## src/rtl/mult_div_unit_pkg.sv

```systemverilog
// Shared encodings and helpers for the multiply/divide unit.
package mult_div_unit_pkg;

  localparam logic MDU_OP_MULT = 1'b0;
  localparam logic MDU_OP_DIV  = 1'b1;
  localparam int   MDU_ITER    = 32;

  typedef enum logic [1:0] {
    MDU_IDLE = 2'b00,
    MDU_RUN  = 2'b01,
    MDU_DONE = 2'b10
  } mdu_state_t;

  // Two's-complement negate when neg is set; also serves as abs() via the sign bit.
  function automatic logic [31:0] mdu_neg_if(input logic neg, input logic [31:0] v);
    return neg ? (~v + 32'd1) : v;
  endfunction

endpackage

```

## src/rtl/mult_div_unit_div_step.sv

```systemverilog
// One restoring-division iteration on unsigned magnitudes: shift in a dividend bit,
// trial-subtract the divisor, keep the difference only if it did not go negative.
module mdu_div_step
  import mult_div_unit_pkg::*;
(
  input  logic [31:0] rem,
  input  logic        in_bit,
  input  logic [31:0] divisor,
  output logic [31:0] rem_next,
  output logic        q_bit
);

  logic [32:0] shifted;
  logic [32:0] diff;

  // rem < divisor holds between steps, so the shifted value always fits in 33 bits
  assign shifted  = {rem, in_bit};
  assign diff     = shifted - {1'b0, divisor};
  assign q_bit    = ~diff[32];
  assign rem_next = q_bit ? diff[31:0] : shifted[31:0];

endmodule

```

## src/rtl/mult_div_unit.sv

```systemverilog
// Iterative signed MULT (radix-2 Booth) / DIV (restoring) unit, 32 iterations per op.
// Optional MDU_DIV0_EXCP_EN: DIV by zero finishes immediately with a div0 pulse.
module mult_div_unit
  import mult_div_unit_pkg::*;
(
  input  logic        clk,
  input  logic        reset_in,
  input  logic        start,
  input  logic        op,
  input  logic [31:0] a,
  input  logic [31:0] b,
  output logic [31:0] hi,
  output logic [31:0] lo,
  output logic        busy,
  output logic        done,
  output logic        div0
);

  mdu_state_t  state;
  logic [4:0]  cnt;
  logic        op_q;
  logic [32:0] acc;
  logic [31:0] qreg;
  logic        booth_bit;
  logic [31:0] opnd;
  logic        neg_quo;
  logic        neg_rem;
  logic        div_zero;

  logic [32:0] booth_sum;
  logic [32:0] acc_next;
  logic [31:0] q_mul_next;
  logic [31:0] rem_next;
  logic        q_bit;
  logic [31:0] res_hi;
  logic [31:0] res_lo;

  mdu_div_step u_div_step (
    .rem      (acc[31:0]),
    .in_bit   (qreg[31]),
    .divisor  (opnd),
    .rem_next (rem_next),
    .q_bit    (q_bit)
  );

  // Booth step: a 33-bit accumulator keeps -2^31 as multiplicand from overflowing
  always_comb begin
    booth_sum = acc;
    case ({qreg[0], booth_bit})
      2'b01:   booth_sum = acc + {opnd[31], opnd};
      2'b10:   booth_sum = acc - {opnd[31], opnd};
      default: booth_sum = acc;
    endcase
    acc_next   = {booth_sum[32], booth_sum[32:1]};
    q_mul_next = {booth_sum[0], qreg[31:1]};
  end

  always_comb begin
    res_hi = 32'd0;
    res_lo = 32'd0;
    if (op_q == MDU_OP_MULT) begin
      res_hi = acc_next[31:0];
      res_lo = q_mul_next;
    end else begin
      res_hi = mdu_neg_if(neg_rem, rem_next);
      res_lo = div_zero ? 32'hFFFF_FFFF : mdu_neg_if(neg_quo, {qreg[30:0], q_bit});
    end
  end

  always_ff @(posedge clk or negedge reset_in) begin
    if (!reset_in) begin
      state     <= MDU_IDLE;
      cnt       <= 5'd0;
      op_q      <= MDU_OP_MULT;
      acc       <= 33'd0;
      qreg      <= 32'd0;
      booth_bit <= 1'b0;
      opnd      <= 32'd0;
      neg_quo   <= 1'b0;
      neg_rem   <= 1'b0;
      div_zero  <= 1'b0;
      hi        <= 32'd0;
      lo        <= 32'd0;
      busy      <= 1'b0;
      done      <= 1'b0;
      div0      <= 1'b0;
    end else begin
      done <= 1'b0;
      div0 <= 1'b0;
      case (state)
        MDU_IDLE: begin
          if (start) begin
            op_q      <= op;
            cnt       <= 5'd0;
            acc       <= 33'd0;
            booth_bit <= 1'b0;
            neg_quo   <= a[31] ^ b[31];
            neg_rem   <= a[31];
            div_zero  <= (b == 32'd0);
            busy      <= 1'b1;
            if (op == MDU_OP_MULT) begin
              qreg <= b;
              opnd <= a;
            end else begin
              qreg <= mdu_neg_if(a[31], a);
              opnd <= mdu_neg_if(b[31], b);
            end
`ifdef MDU_DIV0_EXCP_EN
            if ((op == MDU_OP_DIV) && (b == 32'd0)) begin
              state <= MDU_DONE;
              done  <= 1'b1;
              div0  <= 1'b1;
            end else begin
              state <= MDU_RUN;
            end
`else
            state <= MDU_RUN;
`endif
          end
        end
        MDU_RUN: begin
          cnt <= cnt + 5'd1;
          if (op_q == MDU_OP_MULT) begin
            acc       <= acc_next;
            qreg      <= q_mul_next;
            booth_bit <= qreg[0];
          end else begin
            acc  <= {1'b0, rem_next};
            qreg <= {qreg[30:0], q_bit};
          end
          if (cnt == 5'(MDU_ITER - 1)) begin
            state <= MDU_DONE;
            done  <= 1'b1;
            hi    <= res_hi;
            lo    <= res_lo;
          end
        end
        MDU_DONE: begin
          state <= MDU_IDLE;
          busy  <= 1'b0;
        end
        default: begin
          state <= MDU_IDLE;
          busy  <= 1'b0;
        end
      endcase
    end
  end

endmodule

```

## config.mk

```make
export PLATFORM = sky130hd
export DESIGN_NAME = mult_div_unit
export DESIGN_NICKNAME = d
export VERILOG_FILES = /design/src/rtl/mult_div_unit_pkg.sv /design/src/rtl/mult_div_unit_div_step.sv /design/src/rtl/mult_div_unit.sv
export SDC_FILE = /design/constraint.sdc
export NUM_CORES = 1
export LEC_CHECK = 0
export CAP_MARGIN = 20
export CELL_PAD_IN_SITES_DETAIL_PLACEMENT = 2
export CELL_PAD_IN_SITES_GLOBAL_PLACEMENT = 2
export CORE_MARGIN = 2
export CORE_UTILIZATION = 32
export DETAILED_ROUTE_END_ITERATION = 12
export MAX_ROUTING_LAYER = met4
export PLACE_DENSITY = 0.83
export RECOVER_POWER = 25
export SYNTH_ARGS = -nofsm -noshare
export SYNTH_HDL_FRONTEND = slang
export SYNTH_SLANG_ARGS = --single-unit
export TNS_END_PERCENT = 50
```

## constraint.sdc

```tcl
create_clock -name clk -period 5.2 [get_ports clk]
set_clock_uncertainty 0.2 [all_clocks]
set_input_delay 0.78 -clock clk [delete_from_list [all_inputs] [get_ports clk]]
set_output_delay 0.78 -clock clk [all_outputs]
set_load 0.05 [all_outputs]
```

==> reports/results.txt, run 1 <==
initial antenna violation count -> 1
IO buf count -> 133
Rel. slew slack -> -95.21%
critical path class -> reg -> reg
max-slew violations -> 106
commonest non-fill, non-tap cell in the layout -> nand2_1
crit path launch type -> flip-flop
number of synthesized flops with an enable pin -> 0
DP Area -> 19010 um2
Core Area -> 51200 um2
1st-iter DRT viols -> 1217
grt total ovfl -> 0
WP buf/inv -> 3
Max FO, Critical Path -> 9
synthesis-stage register bit count -> 175
Die ar. -> 53600 um2
synth warn -> 0
register area -> 4385 um2
boundary pin count -> 135
top post-synthesis cells by area -> dfrtp_1 26%, o21ai_0 6.4%, nand2_1 5.9%
CP max stage delay -> 0.50 ns
routed vias/inst -> 6.095
first drt pass iteration count -> 7
share of post-route cells with drive strength above 1 -> 10.59%
Syn-to-layout area delta -> 20.40%
Yosys top cell area share -> 26.44%
Hold Vio Cnt, Final -> 0
Critical Path AT -> 5.29 ns
Final GP Congestion -> 0.9004
worst path cell trace -> ha_2 > fa_2 > nand2b_4 > a211oi_4 > o21ai_4 > a2111oi_4 > buf_4 > nor4_4 > nor2_4 > inv_4 > a21oi_2 > ha_2 > nand2_1 > or4_1 > a21oi_2 > a31oi_1 > nor2_2 > buf_4 > a41oi_1 > xor2_1 > a21oi_1
Via Count -> 18132
post-route clock period utilization -> 97.94%
Starting Density -> 32.35%
worst setup path endpoint -> hi[28]
syn nets -> 2303
R2R Path End -> hi[28]
ant diodes -> 0
final instance area -> 19940 um2
Max Freq -> 196.4 MHz
Worst Tran Pin Value -> 2.928 ns
DR WL/cell -> 25.99 um
Post-Route WL -> 77.32 mm
delay-heaviest family, CP -> compound AO/OA/AOI/OAI gates
total CTS buffers -> 17
min-delay worst type -> reg -> reg
vias in the first global route -> 19417
H-tree depth -> 4
DRC errors left -> 0
GRT Overall Usage -> 29.10%
root buf cell -> clkbuf_16
Final min period -> 5.093 ns
most common flop cell mapped by yosys -> dfrtp_1
Post-Syn Instances -> 2161
fillcell total -> 5850
Total Nets Final -> 2424
CP max-delay cell -> or4_1
Post-Syn Area -> 16560 um2
reg2reg path depth -> 21
Clk pin slew, worst setup/hold paths -> 0.08 ns
area of the multi-input gates -> 11580 um2
Max Cap Viol -> 1
status -> complete, but fails checks
largest net degree at the start of global routing -> 106
DIE WIDTH -> 231.5 um
die height -> 231.5 um
estimated wirelength of the detail-placed design -> 59.02 mm
CP startpoint -> opnd[0]
cell taking the most area after synthesis -> dfrtp_1
Yosys cell types -> 88
# rows -> 83
Levels on crit path -> 21
Required @ worst endpoint -> 5.40 ns
Crit. End Element -> flip-flop
post-route ant nets -> 0
CTS max path bufs -> 2
clock latency on the worst-skew pair -> 0.48 ns
CTS tree -> built
most frequent cells in the layout -> 258 x nand2_1, 209 x o21ai_0, 179 x nor2_1
R2R Setup Slk -> 0.11 ns
Post-synth ARST share -> 100.0%
clk sinks -> 175
worst reg2reg startpoint -> opnd[0]
global-route wire length before repair -> 116.8 mm
Final Setup Violations -> 0
syn avg cell area -> 7.665 um2
failing checks -> max-capacitance violations, max-slew violations
Seq/Total Area, Yosys -> 26.44%
## synthesized netlist by cell type, drive strengths merged (31+ instances only)
cell type	n
xnor2	102
xor2	86
nor2	183
buf	31
o21ai	219
nor3	43
a21o	33
clkbuf	122
nand3	36
o31ai	52
dfrtp	175
ha	72
nand2	259
inv	72
a21oi	165
mux2i	69
## area by class of cell
| cell class | instances | share of cell area [%] |
|---|---|---|
| tap | 680 | 4.266 |
| inverter | 73 | 1.386 |
| timing repair buffer | 255 | 11.38 |
| multi-input combinational | 1760 | 58.07 |
| clock inverter | 12 | 0.6148 |
| clock buffer | 20 | 2.290 |
| sequential | 175 | 21.99 |
## logic make-up after synthesis
kind of cell    share of synthesized area (%)
buf+inv                                 5.302
xor+xnor                                9.940
mux                                     4.441
flops                                   26.44
other cells                           0.02264
simple gates                            20.03
compound gates                          28.14
fa+ha+maj                               5.680
## sequential cells by signal (all words and copies together) (netlist names), 2 cells and up
name,count
acc,33
lo,32
qreg,32
state,2
hi,32
cnt,5
opnd,32
## stage by stage
step | hold WS, ns | TNS [ns] | std cells | utilization (%) | worst slack (ns)
CTS | 0.2432 | -0.02753 | 2964 | 38.33 | -0.02753
finish | 0.2886 | 0 | 2975 | 38.96 | 0.1073
detailed placement | 0.2775 | -1.469 | 2931 | 37.13 | -0.2918
global route | 0.3214 | -0.2292 | 2975 | 38.96 | -0.08384
global placement | 0.2645 | -0.04347 | 2931 | 37.13 | -0.03939
floorplan | 0.2500 | 0 | 2161 | - | 0.05681
## worst min-delay path by stage
stage / from / endpoint / slack, ns / cells after the start
3_3_place_gp: cnt[3] / cnt[3] / 0.26 / 1
6_report: hi[12] / hi[12] / 0.29 / 2
4_1_cts: reset_in / acc[29] / 0.24 / 1
5_1_grt: hi[8] / hi[8] / 0.32 / 1
3_5_place_dp: lo[10] / lo[10] / 0.28 / 2
2_1_floorplan: cnt[3] / cnt[3] / 0.25 / 1
## worst min-delay path: stages, from the launching register on
cell	delay, ns
dfrtp_1	0.35
nand2_1	0.05
o21ai_0	0.06
## what timing repair did
action / in CTS / in global routing
setup buffers: 1 / 9
hold buffers: 0 / 0
resized for setup: 7 / 54
pin swaps: 2 / 12
setup endpoints to repair: 12 / 15
## routing by layer
layer | vias up | wire length [um] | part of all wire [%] | global-route usage [%]
met5 | - | 0 | 0 | -
li1 | 8098 | - | - | -
met3 | 168 | 3150 | 4.1 | 2.940
met4 | 0 | 3436 | 4.4 | 13.89
met2 | 521 | 38190 | 49 | 48.54
met1 | 9345 | 32540 | 42 | 35.22
Power of run 1 is left out: the tool's default activity adds up to more than one toggle a clock period on the data nets, which glitch-free logic cannot reach.
==> run 2, diff against run 1 <==
--- a/config.mk
+++ b/config.mk
@@ -11,8 +11,9 @@
 export CORE_MARGIN = 2
 export CORE_UTILIZATION = 32
 export DETAILED_ROUTE_END_ITERATION = 12
+export GPL_TIMING_DRIVEN = 0
 export MAX_ROUTING_LAYER = met4
-export PLACE_DENSITY = 0.83
+export PLACE_DENSITY_LB_ADDON = 0.1
 export RECOVER_POWER = 25
 export SYNTH_ARGS = -nofsm -noshare
 export SYNTH_HDL_FRONTEND = slang
==> reports/results.txt, run 2 (synthesis gave the netlist of run 1 again) <==
post-route ant nets -> 0
hold_buf cts -> 0
clk sinks -> 175
H-tree depth -> 4
crit path launch type -> flip-flop
Max Cap Viol -> 1
root buf cell -> clkbuf_16
Max Freq -> 193.9 MHz
Final min period -> 5.158 ns
max-slew violations -> 63
failing checks -> max-capacitance violations, max-slew violations
Required @ worst endpoint -> 5.39 ns
Die ar. -> 53600 um2
clock latency on the worst-skew pair -> 0.48 ns
DIE WIDTH -> 231.5 um
critical path class -> reg -> reg
grt total ovfl -> 0
RSZ-0062 raised after global routing -> yes
global-route wire length before repair -> 128.1 mm
most numerous cell on the critical path -> a21o_1
commonest non-fill, non-tap cell in the layout -> nand2_1
initial antenna violation count -> 0
Final Setup Violations -> 0
CP max-delay cell -> or4_1
1st-iter DRT viols -> 862
Clk pin slew, worst setup/hold paths -> 0.08 ns
Final Util -> 39.28%
share of post-route cells with drive strength above 1 -> 9.463%
IO buf count -> 131
status -> complete, but fails checks
CTS max path bufs -> 2
GRT Overall Usage -> 32.97%
Core Area -> 51200 um2
max reg flops -> 33
Syn-to-layout area delta -> 21.39%
CTS tree -> built
Worst Tran Pin Value -> 3.897 ns
total CTS buffers -> 17
routed vias/inst -> 5.939
Final GP Congestion -> 0.9224
Rel. slew slack -> -159.8%
delay-heaviest family, CP -> compound AO/OA/AOI/OAI gates
Crit. End Element -> flip-flop
worst path cell trace -> or4_1 > nor3_4 > o21ai_1 > xnor2_1 > ha_4 > a21o_1 > a21o_1 > a21o_1 > a2111oi_4 > o41ai_4 > a311oi_2 > xor2_1 > buf_4 > o311a_1 > a211o_1 > o31ai_2
die height -> 231.5 um
most frequent cells in the layout -> 256 x nand2_1, 204 x o21ai_0, 179 x nor2_1
DR WL/cell -> 28.20 um
first drt pass iteration count -> 5
CP max stage delay -> 0.67 ns
min-delay worst type -> reg -> reg
estimated wirelength of the detail-placed design -> 68.61 mm
DRC errors left -> 0
post-route clock period utilization -> 99.19%
WP buf/inv -> 1
boundary pin count -> 135
Via Count -> 17977
largest net degree at the start of global routing -> 114
# rows -> 83
Total Nets Final -> 2475
Hold Vio Cnt, Final -> 0
Max FO, Critical Path -> 4
vias in the first global route -> 19555
Biggest register -> acc
Post-Route WL -> 85.37 mm
Starting Density -> 32.35%
Critical Path AT -> 5.34 ns
## run 2: cell count changes in the layout (fill, tap and decap cells not counted), moves of 5 or more
cell / delta
ha_1: -7
a2111oi_2: -5
buf_2: +10
clkbuf_1: +103
a21oi_2: +6
inv_1: -8
inv_2: +7
dfrtp_1: -7
buf_1: +17
buf_4: -82
dfrtp_2: +8
a21oi_1: -6
ha_4: +5
o21ai_0: -5
## run 2: repair_timing
item,in CTS,in global routing
buffers inserted,15,19
pin swaps,15,34
endpoints found under the hold margin,0,0
cloned,0,0
endpoints found under the setup margin,76,22
resized for setup,87,63
## run 2: metal layers
layer  vias up  global-route usage [%]  share of wire [%]
li1       8246                       -                  -
met1      9265                   39.21                 43
met2       344                   56.92                 50
met3       122                   3.051                2.6
met4         0                   13.87                4.2
met5         -                       -                  0
## run 2: path summary, 6_finish.rpt
check	start	end	cells after the start	slack, ns
max in group asynchronous	reset_in	acc[0]	1	0.86
worst max-delay path	opnd[22]	hi[31]	16	0.04
worst max register to register	opnd[22]	hi[31]	16	0.04
worst min register to register	hi[14]	hi[14]	1	0.29
worst min-delay path	hi[14]	hi[14]	1	0.29
min in group asynchronous	reset_in	hi[13]	1	1.42
## run 2: area by class of cell
cell class,count,area (um2)
Antenna cell,1,2.502
Sequential cell,175,4392
Inverter,73,279.0
Tap cell,680,850.8
Fill cell,5879,31090
Clock buffer,19,442.9
Multi-Input combinational cell,1760,11820
Timing Repair Buffer,169,1605
Clock inverter,13,143.9
Buffer,137,570.5
## run 2: per-stage QoR
| stage | setup WS [ns] | std cells | instance area (um2) | setup TNS (ns) | hold slack, ns |
|---|---|---|---|---|---|
| floorplan | 0.05681 | 2161 | 16570 | 0 | 0.2500 |
| global placement | -4.762 | 2972 | 18730 | -884.16 | 0.2651 |
| detailed placement | -2.291 | 2975 | 18780 | -59.54 | 0.2734 |
| CTS | 0.009764 | 3010 | 19770 | 0 | 0.04335 |
| global route | -0.08305 | 3026 | 20110 | -0.2025 | 0.3232 |
| finish | 0.04226 | 3027 | 20110 | 0 | 0.2859 |
Power of run 2 is left out for the same reason.
